File: config.mk
export PLATFORM = sky130hd
export DESIGN_NAME = soc_int_conditioner
export DESIGN_NICKNAME = d
export VERILOG_FILES = /design/src/rtl/soc_int_cond_pkg.sv /design/src/rtl/soc_int_line.sv /design/src/rtl/soc_int_conditioner.sv
export SDC_FILE = /design/constraint.sdc
export NUM_CORES = 1
export LEC_CHECK = 0
export BUFFER_PORTS_ARGS = -buffer_cell sky130_fd_sc_hd__buf_2
export CORE_MARGIN = 1
export CORE_UTILIZATION = 43
export CTS_CLUSTER_DIAMETER = 30
export DETAILED_ROUTE_END_ITERATION = 16
export MAX_ROUTING_LAYER = met4
export PLACE_DENSITY = 0.79
export SLEW_MARGIN = 20
export SYNTH_ARGS = -nofsm -noshare
export SYNTH_HDL_FRONTEND = slang
export SYNTH_SLANG_ARGS = --single-unit
File: constraint.sdc
create_clock -name clk -period 0.8 [get_ports clk]
set_input_delay 0.08 -clock clk [delete_from_list [all_inputs] [get_ports clk]]
set_output_delay 0.08 -clock clk [all_outputs]
set_load 0.005 [all_outputs]
File: src/rtl/soc_int_cond_pkg.sv
// +----------------------------------------------------------------------------+
// | soc_int_cond_pkg                                                           |
// | Shared types and limits for the external interrupt conditioner.            |
// | Revision: 1.0                                                              |
// +----------------------------------------------------------------------------+
`default_nettype none

package soc_int_cond_pkg;

  localparam int INT_COND_MAX_LINES = 32;

  typedef enum logic [1:0] {
    IDLE      = 2'd0,
    ARMING    = 2'd1,
    ACTIVE    = 2'd2,
    RELEASING = 2'd3
  } int_line_state_t;

endpackage

`default_nettype wire

File: src/rtl/soc_int_line.sv
// +----------------------------------------------------------------------------+
// | soc_int_line                                                               |
// | One interrupt line: polarity, synchroniser, debounce FSM, trigger output.  |
// | Debounce (ARMING/RELEASING + counter) exists only with SOC_INT_DEBOUNCE_EN.|
// | Revision: 1.0                                                              |
// +----------------------------------------------------------------------------+
`default_nettype none

module soc_int_line
  import soc_int_cond_pkg::*;
#(
  parameter bit EDGE_MODE       = 1'b1,
  parameter bit ACTIVE_LOW      = 1'b0,
  parameter int SYNC_STAGES     = 2,
  parameter int DEBOUNCE_CYCLES = 16
) (
  input  logic clk,
  input  logic res_n,
  input  logic i_pin,
  input  logic i_en,
  output logic o_trig,
  output logic o_active
);

  if (SYNC_STAGES < 2 || DEBOUNCE_CYCLES < 1) begin : g_bad_params
    $error("soc_int_line: SYNC_STAGES must be >= 2 and DEBOUNCE_CYCLES >= 1");
  end

  logic [SYNC_STAGES-1:0] r_sync;
  logic                   w_s;
  int_line_state_t        r_state;
  int_line_state_t        w_state_nxt;
  logic                   r_trig;
  logic                   w_trig_nxt;
  logic                   w_active;
  logic                   w_active_nxt;
  logic                   w_rise;

  // Polarity is folded in before the first flop so reset means "deasserted".
  always_ff @(posedge clk or negedge res_n) begin
    if (!res_n) begin
      r_sync <= '0;
    end else begin
      r_sync <= {r_sync[SYNC_STAGES-2:0], i_pin ^ ACTIVE_LOW};
    end
  end

  assign w_s = r_sync[SYNC_STAGES-1];

`ifdef SOC_INT_DEBOUNCE_EN
  localparam int               CNT_W     = $clog2(DEBOUNCE_CYCLES + 1);
  localparam logic [CNT_W-1:0] c_CNT_MAX = CNT_W'(DEBOUNCE_CYCLES);
  localparam logic [CNT_W-1:0] c_CNT_ONE = CNT_W'(1);

  logic [CNT_W-1:0] r_cnt;
  logic [CNT_W-1:0] w_cnt_nxt;
`endif

  always_ff @(posedge clk or negedge res_n) begin
    if (!res_n) begin
      r_state <= IDLE;
      r_trig  <= 1'b0;
`ifdef SOC_INT_DEBOUNCE_EN
      r_cnt   <= '0;
`endif
    end else begin
      r_state <= w_state_nxt;
      r_trig  <= w_trig_nxt;
`ifdef SOC_INT_DEBOUNCE_EN
      r_cnt   <= w_cnt_nxt;
`endif
    end
  end

`ifdef SOC_INT_DEBOUNCE_EN
  always_comb begin
    w_state_nxt = r_state;
    w_cnt_nxt   = r_cnt;
    if (!i_en) begin
      w_state_nxt = IDLE;
      w_cnt_nxt   = '0;
    end else begin
      case (r_state)
        IDLE: begin
          if (w_s) begin
            w_state_nxt = ARMING;
            w_cnt_nxt   = c_CNT_ONE;
          end
        end
        ARMING: begin
          if (!w_s) begin
            w_state_nxt = IDLE;
            w_cnt_nxt   = '0;
          end else if (r_cnt == c_CNT_MAX) begin
            w_state_nxt = ACTIVE;
            w_cnt_nxt   = '0;
          end else begin
            w_cnt_nxt   = r_cnt + c_CNT_ONE;
          end
        end
        ACTIVE: begin
          if (!w_s) begin
            w_state_nxt = RELEASING;
            w_cnt_nxt   = c_CNT_ONE;
          end
        end
        RELEASING: begin
          if (w_s) begin
            w_state_nxt = ACTIVE;
            w_cnt_nxt   = '0;
          end else if (r_cnt == c_CNT_MAX) begin
            w_state_nxt = IDLE;
            w_cnt_nxt   = '0;
          end else begin
            w_cnt_nxt   = r_cnt + c_CNT_ONE;
          end
        end
        default: begin
          w_state_nxt = IDLE;
          w_cnt_nxt   = '0;
        end
      endcase
    end
  end
`else
  always_comb begin
    w_state_nxt = r_state;
    if (!i_en) begin
      w_state_nxt = IDLE;
    end else begin
      case (r_state)
        IDLE:    if (w_s)  w_state_nxt = ACTIVE;
        ACTIVE:  if (!w_s) w_state_nxt = IDLE;
        default: w_state_nxt = IDLE;
      endcase
    end
  end
`endif

  // Outputs are registered from the next state so the pulse lands on the same
  // edge that enters ACTIVE; RELEASING->ACTIVE is deliberately not a rise.
  always_comb begin
    w_active     = (r_state == ACTIVE) || (r_state == RELEASING);
    w_active_nxt = (w_state_nxt == ACTIVE) || (w_state_nxt == RELEASING);
    w_rise       = (w_state_nxt == ACTIVE) && ((r_state == IDLE) || (r_state == ARMING));
    w_trig_nxt   = EDGE_MODE ? w_rise : w_active_nxt;
  end

  assign o_trig   = r_trig;
  assign o_active = w_active;

endmodule

`default_nettype wire

File: src/rtl/soc_int_conditioner.sv
// +----------------------------------------------------------------------------+
// | soc_int_conditioner                                                        |
// | Per-line interrupt conditioner feeding the SoC controller int_triggers.    |
// | Optional debounce enabled by macro SOC_INT_DEBOUNCE_EN.                    |
// | Revision: 1.0                                                              |
// +----------------------------------------------------------------------------+
`default_nettype none

module soc_int_conditioner
  import soc_int_cond_pkg::*;
#(
  parameter int          NUM_LINES       = 8,
  parameter int          SYNC_STAGES     = 2,
  parameter int          DEBOUNCE_CYCLES = 16,
  parameter logic [31:0] EDGE_MASK       = 32'hFFFF_FFFF,
  parameter logic [31:0] ACTIVE_LOW_MASK = 32'h0000_0000
) (
  input  logic                 clk,
  input  logic                 res_n,
  input  logic [NUM_LINES-1:0] ext_int,
  input  logic [NUM_LINES-1:0] line_en,
  output logic [31:0]          int_triggers,
  output logic [NUM_LINES-1:0] line_active
);

  if (NUM_LINES < 1 || NUM_LINES > INT_COND_MAX_LINES) begin : g_bad_lines
    $error("soc_int_conditioner: NUM_LINES must be 1..32");
  end

  logic [NUM_LINES-1:0] w_trig;

  for (genvar gi = 0; gi < NUM_LINES; gi++) begin : g_line
    soc_int_line #(
      .EDGE_MODE       (EDGE_MASK[gi]),
      .ACTIVE_LOW      (ACTIVE_LOW_MASK[gi]),
      .SYNC_STAGES     (SYNC_STAGES),
      .DEBOUNCE_CYCLES (DEBOUNCE_CYCLES)
    ) u_line (
      .clk      (clk),
      .res_n    (res_n),
      .i_pin    (ext_int[gi]),
      .i_en     (line_en[gi]),
      .o_trig   (w_trig[gi]),
      .o_active (line_active[gi])
    );
  end

  if (NUM_LINES < INT_COND_MAX_LINES) begin : g_pad
    assign int_triggers = {{(INT_COND_MAX_LINES - NUM_LINES){1'b0}}, w_trig};
  end else begin : g_full
    assign int_triggers = w_trig;
  end

endmodule

`default_nettype wire
=== Word level (Yosys, flattened, before mapping) ===
Cells that the tools add are included.

* Bitwise logic cells: 0
* Divide/modulo/power cells: 0
* Add/subtract/negate cells: 0
* Shift-type cells: 0
* Eq/ne operators: 32
* Reduce and logical (&&, ||, !) cells: 32
* $lt $le $gt $ge: 0
* Multiplexer cells: 32
* Multiply operators: 0

{| class="wikitable"
|+ Operator list
! kind !! number
|-
| 2-bit == test, second input constant || 24
|-
| 2-bit two-way mux || 24
|-
| 2-bit one-hot mux with 2 select lines || 8
|-
| 2-bit by 1-bit == test with 1-bit output, second input constant || 8
|-
| 2-bit zero test || 8
|-
| 1-bit logical OR || 16
|-
| 1-bit logical AND || 8
|}

* Memories: 0
* Input bits: 18
* Output and inout port bits: 40
* RAM bits: 0
* ROM bits: 0
* Word-level logic and storage cells: 120
* Bits in latches: 0
* Bits in registers: 40

=== Longest topological paths before layout ===
Gate-level depths: netlist (run 1).

* Word-level depth: 5
* Depth in mapped cells: 2
* Depth with buffers taken out: 1

=== Cells and area by module ===
A second synthesis (run 1) with hierarchy kept.

* Cell total of the unflattened synthesis: 97
* Area, all modules: 1415.1 sq um

{| class="wikitable"
|+ By module, submodules not included
! module !! seq. area each (sq um) !! cells an instance !! area an instance (sq um) !! times used
|-
| soc_int_line || 125.1 || 9 || 153.9 || 8
|-
| soc_int_conditioner || 0.0 || 25 || 183.9 || 1
|}

=== Worst setup path after synthesis (run 1) ===
No wires, ideal clock.

* Kind: register -> register
* Start: reg g_line[0].u_line.r_state[1]
* End: reg g_line[0].u_line.r_trig
* Arrival: 0.611 ns
* Required time: 0.733 ns
* Cell stages (with the launch flop): 2
* Setup slack: 0.122 ns
* Clock period less this slack: 0.678 ns
* Library setup time: 0.067 ns
* Path buffers: 0
* Cells stage by stage: dfrtp_1 and4bb_2

* Word-level cells in the longest chain between the ends: 5
* Elaborated cells between the ends (all ways): 10
* Those cells by class: eq/ne: 3; mux: 4; reduce/logical: 3

{| class="wikitable"
|+ Ends and longest elaborated chain
! item !! line !! text
|-
| start: declaration || soc_int_line.sv:31 || <nowiki>int_line_state_t r_state;</nowiki>
|-
| start signal: assignment || soc_int_line.sv:67 || <nowiki>r_state <= w_state_nxt;</nowiki>
|-
| 2-bit == test, or another cell as far along || soc_int_line.sv:131 || <nowiki>case (r_state)</nowiki>
|-
| 2-bit one-hot mux with 2 select lines || soc_int_line.sv:131 ||
|-
| 2-bit two-way mux || soc_int_line.sv:128 || <nowiki>if (!i_en) begin</nowiki>
|-
| 2-bit == test || - ||
|-
| 1-bit logical AND * || soc_int_line.sv:145 || <nowiki>w_rise = (w_state_nxt == ACTIVE) && ((r_state == IDLE) || (r_state == ARMING));</nowiki>
|-
| named net g_line[0].u_line.w_rise || soc_int_line.sv:37 || <nowiki>logic w_rise;</nowiki>
|-
| end signal: assignment || soc_int_line.sv:68 || <nowiki>r_trig <= w_trig_nxt;</nowiki>
|-
| end: declaration || soc_int_line.sv:33 || <nowiki>logic r_trig;</nowiki>
|}

The timed path passes the listed nets; every way through them passes the cells marked *.

=== Worst setup path after layout (run 1) ===
* Start: reg g_line[4].u_line.r_state[1]
* End: out line_active[4]

* Word-level cells in the longest chain between the ends: 2
* Elaborated cells between the ends (all ways): 3
* Those cells by class: eq/ne: 2; reduce/logical: 1

{| class="wikitable"
|+ Ends and longest elaborated chain
! item !! line !! text
|-
| start: declaration || soc_int_line.sv:31 ||
|-
| start signal: assignment || soc_int_line.sv:67 ||
|-
| 2-bit == test || soc_int_line.sv:143 || <nowiki>w_active = (r_state == ACTIVE) || (r_state == RELEASING);</nowiki>
|-
| 1-bit logical OR * || soc_int_line.sv:143 ||
|-
| end: declaration || soc_int_conditioner.sv:23 || <nowiki>output logic [NUM_LINES-1:0] line_active</nowiki>
|}

Every way passes the cells marked *; elsewhere a longest branch is shown, timed or not.

==> results of run 1 <==
## cell type report
class	count	area share
tap	46	0.0330
multi-input combinational	48	0.166
clock inverter	2	0.00573
timing repair buffer	49	0.192
clock buffer	6	0.0294
sequential	40	0.573
## cell families after synthesis
kind of cell  share of synthesized area
other cells                     0.00249
flops                             0.665
simple gates                      0.113
buf+inv                           0.219
## stage by stage
step / hold slack, ns / cell area [sq um] / power, W
floorplan: -0.216 / 1620 / 0.00238
global placement: 0.0569 / 1530 / 0.00236
detailed placement: 0.0645 / 1530 / 0.00238
CTS: 0.00431 / 1750 / 0.00346
global route: 0.00221 / 1750 / 0.00360
finish: 0.0159 / 1750 / 0.00341
## registers in the layout, indices dropped and copies added, names as in the netlist
signal	flops
g_line.u_line.r_state	16
g_line.u_line.r_sync	16
g_line.u_line.o_trig	8
## layer usage
layer / track usage / wire (um) / up-vias
met5: - / 0 / -
met4: 0.0584 / 36 / 0
met3: 0.0630 / 154 / 6
met2: 0.217 / 997 / 47
met1: 0.109 / 679 / 350
li1: - / - / 340
## power groups by stage
| stage | Clock (W) | Sequential, W | Combinational [W] |
|---|---|---|---|
| finish | 0.00102 | 0.00214 | 0.000252 |
| CTS | 0.00107 | 0.00214 | 0.000252 |
| global placement | 0 | 0.00218 | 0.000188 |
| floorplan | 0 | 0.00217 | 0.000205 |
| global route | 0.00114 | 0.00215 | 0.000297 |
| detailed placement | 0 | 0.00218 | 0.000197 |
## timing repair
item | 4_1_cts | 5_1_grt
hold buffers | 15 | 0
setup buffers | 0 | 0
endpoints found under the hold margin | 54 | 0
endpoints found under the setup margin | 16 | 16
## layout by cell type, fill, tap and decap left out, drive strengths merged
master / synthesis / layout
dfrtp: 40 / 40
buf: 40 / 34
conb: 1 / 32
dlygate4sd3: 0 / 15
and3b: 8 / 8
and4bb: 8 / 8
clkbuf: 8 / 6
clkinv: 0 / 2
## worst max-delay path by stage
stage	from	to	slack (ns)	cells past startpoint
2_1_floorplan	g_line[0].u_line.r_state[1]	g_line[0].u_line.o_trig	0.12	1
3_3_place_gp	g_line[4].u_line.r_state[1]	g_line[4].u_line.o_trig	0.11	1
3_5_place_dp	g_line[6].u_line.r_state[1]	g_line[6].u_line.o_trig	0.08	1
4_1_cts	g_line[4].u_line.r_state[1]	line_active[4]	-0.16	1
5_1_grt	g_line[3].u_line.r_state[1]	line_active[3]	-0.19	1
6_report	g_line[4].u_line.r_state[1]	line_active[4]	-0.14	1
## cell usage after synthesis
| master | count | area share |
|---|---|---|
| buf_4 | 40 | 0.20 |
| dfrtp_1 | 40 | 0.67 |
| and3b_1 | 8 | 0.047 |
| and4bb_2 | 8 | 0.067 |
| clkbuf_1 | 8 | 0.020 |
| conb_1 | 1 | 0.0025 |
==> impl_metrics.tcl, run 1 <==
set metrics [dict create \
    final_net_count 162 \
    cts_max_path_buffers 2 \
    instances_no_fill 191 \
    final_core_utilization 0.523 \
    number_of_sinks_handled_by_clock_tree_synthesis 40 \
    post_drt_wl_per_cell_um 9.78 \
    die_w_um 61.2 \
    gp_congestion 0.595 \
    combPwrFrac 0.074 \
    fin_ws_ns -0.139 \
    worst_path_dominant_cell_family "flip-flops" \
    detail_route.first_pass.iterations 2 \
    initial_core_utilization 0.451 \
    synth_area_sq_um 1510 \
    placedCellCount 168 \
    min_delay_worst_endpoint "g_line[6].u_line.r_state[1]" \
    failing_checks "negative setup slack" \
    internal_power_w 0.00267 \
    setup.worst_path.start_class "register" \
    global_route.usage.total 0.124 \
    sequential_cell_fraction_of_total_power 0.628 \
    yosysSeqAreaShare 0.665 \
    netlist-cell-type-count 6 \
    multiInputGateArea_sq_um 290 \
    die-area_sq_um 3740 \
    rows 21 \
    synth_cells 105 \
    status "finished with violations" \
    grt_pass1_vias 724 \
    via_total_after_detailed_routing 743 \
    hp-start "line_en[6]" \
    postSynthAreaPerCell_sq_um 14.3 \
    netSwitchingPower_w 0.000741 \
    tns_ns -1.82 \
    worst_setup_path_end_kind "output port" \
    drive_above_1_share 0.345 \
    hold_viol_final 0 \
    grt_antenna_before_repair 0 \
    drcViolationCount 0 \
    critical_path.cell_chain "buf_2" \
    crit_slowest_cell "dfrtp_1" \
    clock_insertion_delay_worst_skew_ns 0.33 \
    drt_first_iter_violations 5 \
    fin_crit_sh 1.17 \
    maximum_number_of_pins_on_one_net_before_global_route_repair 41 \
    flow.area_growth_from_synthesis_pct 16.0 \
    fill_cells 303 \
    antenna_violating_nets_post_route 0 \
    clock_tree.root_cell "clkbuf_4" \
    dpl_worst_slack_ns 0.0820 \
    class_of_the_worst_hold_path "in -> reg" \
    diodes 0 \
    critical_path_class "reg -> out" \
    ys_ff_latch 40 \
    critical_path.max_stage_delay_ns 0.40 \
    fmax_mhz 1060 \
    ios 58 \
    die_h_um 61.2 \
    critPathRequiredTime_ns 0.72 \
    setup_viol 16 \
    wire_length_of_the_first_global_routing_pass_um 2990 \
    vias_per_cell 3.89 \
    htreeDepth 2 \
    share_clk_of_total_power 0.298 \
    rsz0062_at_grt "yes" \
    worst-r2r-cell-count 1 \
    core_region_area_sq_um 3340 \
    max-cap-violations 0 \
    rrSetupSlack_ns 0.07 \
    cts_inserted_buffers 5 \
    worstReg2RegStart "g_line[4].u_line.r_state[1]" \
    slew_limit_fails 0 \
    tritoncts_clock_tree "yes" \
    clk_pin_slew_worst_paths_ns 0.11 \
    final_period_minus_worst_setup_slack_ns 0.939 \
    port-buffer-count 33 \
    ctsResizeCount 0 \
    grt_remaining_overflow 0 \
    p_leak_nw 0.946 \
    yosys_warnings 0 \
    dpl.hpwl_um 1240 \
    netSwitchingFraction 0.217 \
    finalClockSkew_ns 0.00561 \
    worstReg2RegEnd "g_line[4].u_line.o_trig" \
    worst-endpoint-arrival_ns 0.86 \
    power.ir.vdd_worst_mv 1.42 \
    whs_path_depth 2 \
    path_max_fanout 2 \
    layout.area.seq_sq_um 1000 \
    critical_path_buf_inv_count 1 \
    power_per_cell_area_nw_per_um2 1950 \
    finalWirelength_um 1870 \
]
Power figures use the tool's default switching activity.
==> inputs of run 2 (changes only) <==
- ABC_AREA: default -> 1
- CORE_UTILIZATION: 43 -> 42
- PLACE_DENSITY: 0.79 -> 0.77
==> impl_metrics.tcl, run 2 <==
set metrics [dict create \
    gp_congestion 0.567 \
    critical_path.max_stage_delay_ns 0.40 \
    rrSetupSlack_ns -0.01 \
    synth.top_cells.by_area "dfrtp_1 (68%), buf_4 (20%), nor3_2 (5.4%), clkbuf_1 (2.0%), nand2_1 (2.0%)" \
    synth_enable_flop_cells 0 \
    diodes 0 \
    ios 58 \
    yosysSeqAreaShare 0.679 \
    rows 21 \
    clock_tree.root_cell "clkbuf_4" \
    fin_crit_sh 1.17 \
    setup.worst_path.start_class "register" \
    antenna_violating_nets_post_route 0 \
    via_total_after_detailed_routing 798 \
    slew_limit_fails 0 \
    path_max_fanout 2 \
    initial_core_utilization 0.439 \
    crit_slowest_cell "dfrtp_1" \
    worstReg2RegEnd "g_line[4].u_line.o_trig" \
    post_drt_wl_per_cell_um 8.89 \
    power.ir.vdd_worst_mv 0.992 \
    tritoncts_clock_tree "yes" \
    ys_ff_latch 40 \
    number_of_sinks_handled_by_clock_tree_synthesis 40 \
    synth-adder-area-share 0 \
    worst-r2r-cell-count 3 \
    worst-endpoint-arrival_ns 0.86 \
    rsz0062_at_grt "yes" \
    die-area_sq_um 3750 \
    synthSimpleGateAreaFrac 0.0950 \
    fmax_mhz 1070 \
    port-buffer-count 33 \
    p_leak_nw 0.966 \
    synth_area_sq_um 1480 \
    grt_antenna_before_repair 0 \
    drive_above_1_share 0.350 \
    status "finished with violations" \
    core_region_area_sq_um 3360 \
    dpl.hpwl_um 1200 \
    cts_max_path_buffers 2 \
    wire_length_of_the_first_global_routing_pass_um 2800 \
    layout.cells.most_common_list "dfrtp_1 (40), buf_2 (33), conb_1 (32)" \
    final_common_cell "dfrtp_1" \
    die_h_um 61.3 \
    netlist-cell-type-count 7 \
    cts_inserted_buffers 5 \
    synth-compound-area-share 0 \
    vias_per_cell 3.82 \
    muxShareOfSynthArea 0 \
    critical_path.cell_chain "buf_2" \
    max-cap-violations 0 \
    critical_path_class "reg -> out" \
    synth_top_family_by_area "buffers and inverters" \
    worst_setup_path_end_kind "output port" \
    grt_remaining_overflow 0 \
    postSynthAreaPerCell_sq_um 13.1 \
    dpl_worst_slack_ns 0.138 \
    worstReg2RegStart "g_line[4].u_line.r_state[1]" \
    hold_viol_final 0 \
    detail_route.first_pass.iterations 2 \
    synth_cells 113 \
    final_net_count 181 \
    htreeDepth 2 \
    grt_pass1_vias 743 \
    final_period_minus_worst_setup_slack_ns 0.936 \
    flow.area_growth_from_synthesis_pct 22.6 \
    fin_ws_ns -0.136 \
    finalClockSkew_ns 0.00463 \
    clk_pin_slew_worst_paths_ns 0.10 \
    class_of_the_worst_hold_path "in -> async" \
    global_route.usage.total 0.117 \
    worst_path_dominant_cell_family "flip-flops" \
    fill_cells 296 \
    finalWirelength_um 1860 \
    setup_viol 17 \
    failing_checks "negative setup slack" \
    critPathRequiredTime_ns 0.72 \
    power_per_cell_area_nw_per_um2 1840 \
    die_w_um 61.3 \
    maximum_number_of_pins_on_one_net_before_global_route_repair 41 \
    drcViolationCount 0 \
    totalPowerFinal_w 0.00332 \
    post_synth_most_frequent_cells "buf_4 (40), dfrtp_1 (40)" \
    yosys_top_cell_by_area "dfrtp_1" \
    synth-main-ff-cell "dfrtp_1" \
    synth-xor-area-share 0 \
    synth_largest_type_area_fraction 0.679 \
    clock_insertion_delay_worst_skew_ns 0.32 \
    drt_first_iter_violations 5 \
    yosys_warnings 0 \
    async_reset_ff_frac 1.00 \
    critical_path_buf_inv_count 1 \
]
## run 2: cell types whose count changed after synthesis, sizes merged
cell / previous run / this run
nor3: 0 / 8
nor2: 0 / 8
and4bb: 8 / 0
and3b: 8 / 0
nand2: 0 / 8
## run 2: layer usage
metal / share of wire / routed length [um] / vias to the layer above / global-route usage
met2: 0.58 / 1080 / 46 / 0.220
met4: 0.019 / 35 / 0 / 0.0779
met3: 0.066 / 123 / 5 / 0.0441
li1: - / - / 368 / -
met1: 0.33 / 618 / 379 / 0.0881
met5: 0 / 0 / - / -
## run 2: timing repair
| item | CTS | global route |
|---|---|---|
| pin swaps | 0 | 3 |
| hold buffers | 17 | 0 |
| gates cloned | 0 | 0 |
| endpoints found under the setup margin | 16 | 16 |
| hold endpoints to repair | 62 | 0 |
| setup buffers | 6 | 3 |
| gates resized for setup | 0 | 4 |
## run 2: power breakdown
| group | switching (W) | internal, W |
|---|---|---|
| sequential | 0.0000393 | 0.00211 |
| clock | 0.000557 | 0.000324 |
| combinational | 0.000135 | 0.000154 |
## run 2: final cells by class
cell class | instances | area, sq um | area share
flip-flops and latches | 40 | 1000 | 0.554
clock buffers | 6 | 41.3 | 0.0228
well taps | 46 | 57.6 | 0.0318
multi-input cells | 56 | 273 | 0.151
clock inverters | 1 | 5.00 | 0.00277
repair buffers | 60 | 430 | 0.238
## run 2: cells by family (layout without fill, tap and decap cells)
group / Yosys count / count (layout)
buffers and inverters: 48 / 67
and+or+nand+nor: 24 / 24
DFF: 40 / 40
other: 1 / 32
## run 2: worst max-delay path by stage
stage                                 from                 endpoint  slack (ns)  cells after the start
2_1_floorplan  g_line[7].u_line.r_state[1]           line_active[7]        0.15                      2
3_3_place_gp   g_line[1].u_line.r_state[0]  g_line[1].u_line.o_trig        0.20                      1
3_5_place_dp   g_line[4].u_line.r_state[0]  g_line[4].u_line.o_trig        0.14                      1
4_1_cts        g_line[6].u_line.r_state[1]           line_active[6]       -0.16                      1
5_1_grt        g_line[2].u_line.r_state[1]           line_active[2]       -0.18                      1
6_report       g_line[2].u_line.r_state[1]           line_active[2]       -0.14                      1
## run 2: per-stage QoR
stage	utilization	instances	TNS, ns	hold slack (ns)	area (sq um)
floorplan	-	144	0	-0.216	1590
global placement	0.447	176	0	0.0526	1500
detailed placement	0.447	176	0	0.0597	1500
CTS	0.525	206	-2.09	0.219	1770
global route	0.538	209	-2.60	0.243	1810
finish	0.538	209	-1.71	0.222	1810
==> inputs of run 3 (changes only) <==
- HOLD_SLACK_MARGIN: default -> 0.03
- PLACE_DENSITY: 0.77 -> 0.82
==> impl_metrics.tcl, run 3 (synthesis results as in run 2) <==
set metrics [dict create \
    status "finished with violations" \
    failing_checks "negative setup slack" \
    number_of_sinks_handled_by_clock_tree_synthesis 40 \
    global_route.usage.total 0.132 \
    clock_insertion_delay_worst_skew_ns 0.33 \
    worst_setup_path_end_kind "output port" \
    die_w_um 61.3 \
    diodes 0 \
    p_leak_nw 0.970 \
    clk_pin_slew_worst_paths_ns 0.10 \
    class_of_the_worst_hold_path "in -> async" \
    rows 21 \
    placedCellCount 176 \
    flow.area_growth_from_synthesis_pct 22.8 \
    maximum_number_of_pins_on_one_net_before_global_route_repair 41 \
    final_period_minus_worst_setup_slack_ns 0.950 \
    fin_ws_ns -0.150 \
    die_h_um 61.3 \
    critical_path.cell_chain "buf_2" \
    ios 58 \
    cts_max_path_buffers 2 \
    final_common_cell "dfrtp_1" \
    slew_limit_fails 0 \
    setup.worst_path.start_class "register" \
    gp_congestion 0.628 \
    critical_path_buf_inv_count 1 \
    clock_tree.root_cell "clkbuf_4" \
    tns_ns -1.87 \
    critical_path_class "reg -> out" \
    port-buffer-count 33 \
    die-area_sq_um 3750 \
    drt_first_iter_violations 2 \
    antenna_violating_nets_post_route 0 \
    via_total_after_detailed_routing 803 \
    rsz0062_at_grt "yes" \
    fmax_mhz 1050 \
    max-cap-violations 0 \
    cts_inserted_buffers 5 \
    dpl.hpwl_um 1260 \
    worst_path_dominant_cell_family "flip-flops" \
    layout.area.seq_sq_um 1000 \
    layout.cells.most_common_list "dfrtp_1 (40), buf_2 (33), conb_1 (32)" \
    worst-endpoint-arrival_ns 0.87 \
    drcViolationCount 0 \
    grt_antenna_before_repair 0 \
    core_region_area_sq_um 3360 \
    finalClockSkew_ns 0.00961 \
    wire_length_of_the_first_global_routing_pass_um 3290 \
    setup_viol 16 \
    critical_path.max_stage_delay_ns 0.41 \
    vias_per_cell 3.84 \
    critPathRequiredTime_ns 0.72 \
    dpl_worst_slack_ns 0.162 \
    post_drt_wl_per_cell_um 9.24 \
    instances_no_fill 209 \
    power_per_cell_area_nw_per_um2 1910 \
    detail_route.first_pass.iterations 2 \
    final_net_count 180 \
    htreeDepth 2 \
    crit_slowest_cell "dfrtp_1" \
    power.ir.vdd_worst_mv 1.28 \
    finalWirelength_um 1930 \
    fill_cells 314 \
    grt_pass1_vias 845 \
    grt_remaining_overflow 0 \
    multiInputGateArea_sq_um 273 \
    fin_crit_sh 1.19 \
    path_max_fanout 2 \
    initial_core_utilization 0.439 \
    hold_viol_final 0 \
    tritoncts_clock_tree "yes" \
    fin_worst_hold_slack_ns 0.226 \
    drive_above_1_share 0.356 \
]
==> run 3: changes by cell type in the layout (fill, tap and decap cells not counted), sizes merged <==
cell and delta:
clkinv +1, buf -1
==> run 3: cell type report <==
type                       count  area share
tap                           46      0.0318
clock buffer                   6      0.0283
sequential                    40       0.552
multi-input combinational     56       0.151
timing repair buffer          59       0.231
clock inverter                 2     0.00552
==> run 3: metrics by stage <==
stage	util	power, W	area (sq um)
final	0.539	0.00346	1810
after global routing	0.539	0.00366	1810
after CTS	0.529	0.00351	1780
after detailed placement	0.447	0.00239	1500
after global placement	0.447	0.00237	1500
after floorplan	-	0.00239	1590
==> run 3: worst paths after layout <==
check,from,endpoint,slack [ns],cells past startpoint
setup / recovery,g_line[7].u_line.r_state[1],line_active[7],-0.15,1
hold / removal,res_n,g_line[7].u_line.r_sync[0],0.23,3
setup reg to reg,g_line[4].u_line.r_state[1],g_line[4].u_line.o_trig,0.01,3
hold reg to reg,g_line[2].u_line.r_sync[0],g_line[2].u_line.r_sync[1],0.36,0
max in group asynchronous,res_n,g_line[7].u_line.o_trig,0.37,3
min in group clk,g_line[2].u_line.r_sync[0],g_line[2].u_line.r_sync[1],0.36,0
==> run 3: layer usage <==
layer,track usage,share of wire,up-vias
met1,0.115,0.35,381
met3,0.0441,0.063,5
met4,0.0682,0.016,0
li1,-,-,370
met5,-,0,-
met2,0.245,0.57,47
==> run 3: power breakdown <==
part / internal (W) / switching, W / total (W)
Combinational: 0.000151 / 0.000136 / 0.000286
Sequential: 0.00211 / 0.0000390 / 0.00215
Clock: 0.000419 / 0.000604 / 0.00102
Total: 0.00268 / 0.000778 / 0.00346
==> run 3: what timing repair did <==
action	4_1_cts	5_1_grt
buffers inserted	6	3
setup endpoints to repair	16	17
hold buffers	17	0
endpoints found under the hold margin	64	0
pin swaps	0	3
gates resized for setup	0	3
==> run 3: tightest hold or removal path, stage by stage <==
cell	delay, ns
dlygate4sd3_1	0.51
buf_2	0.12
buf_12	0.21
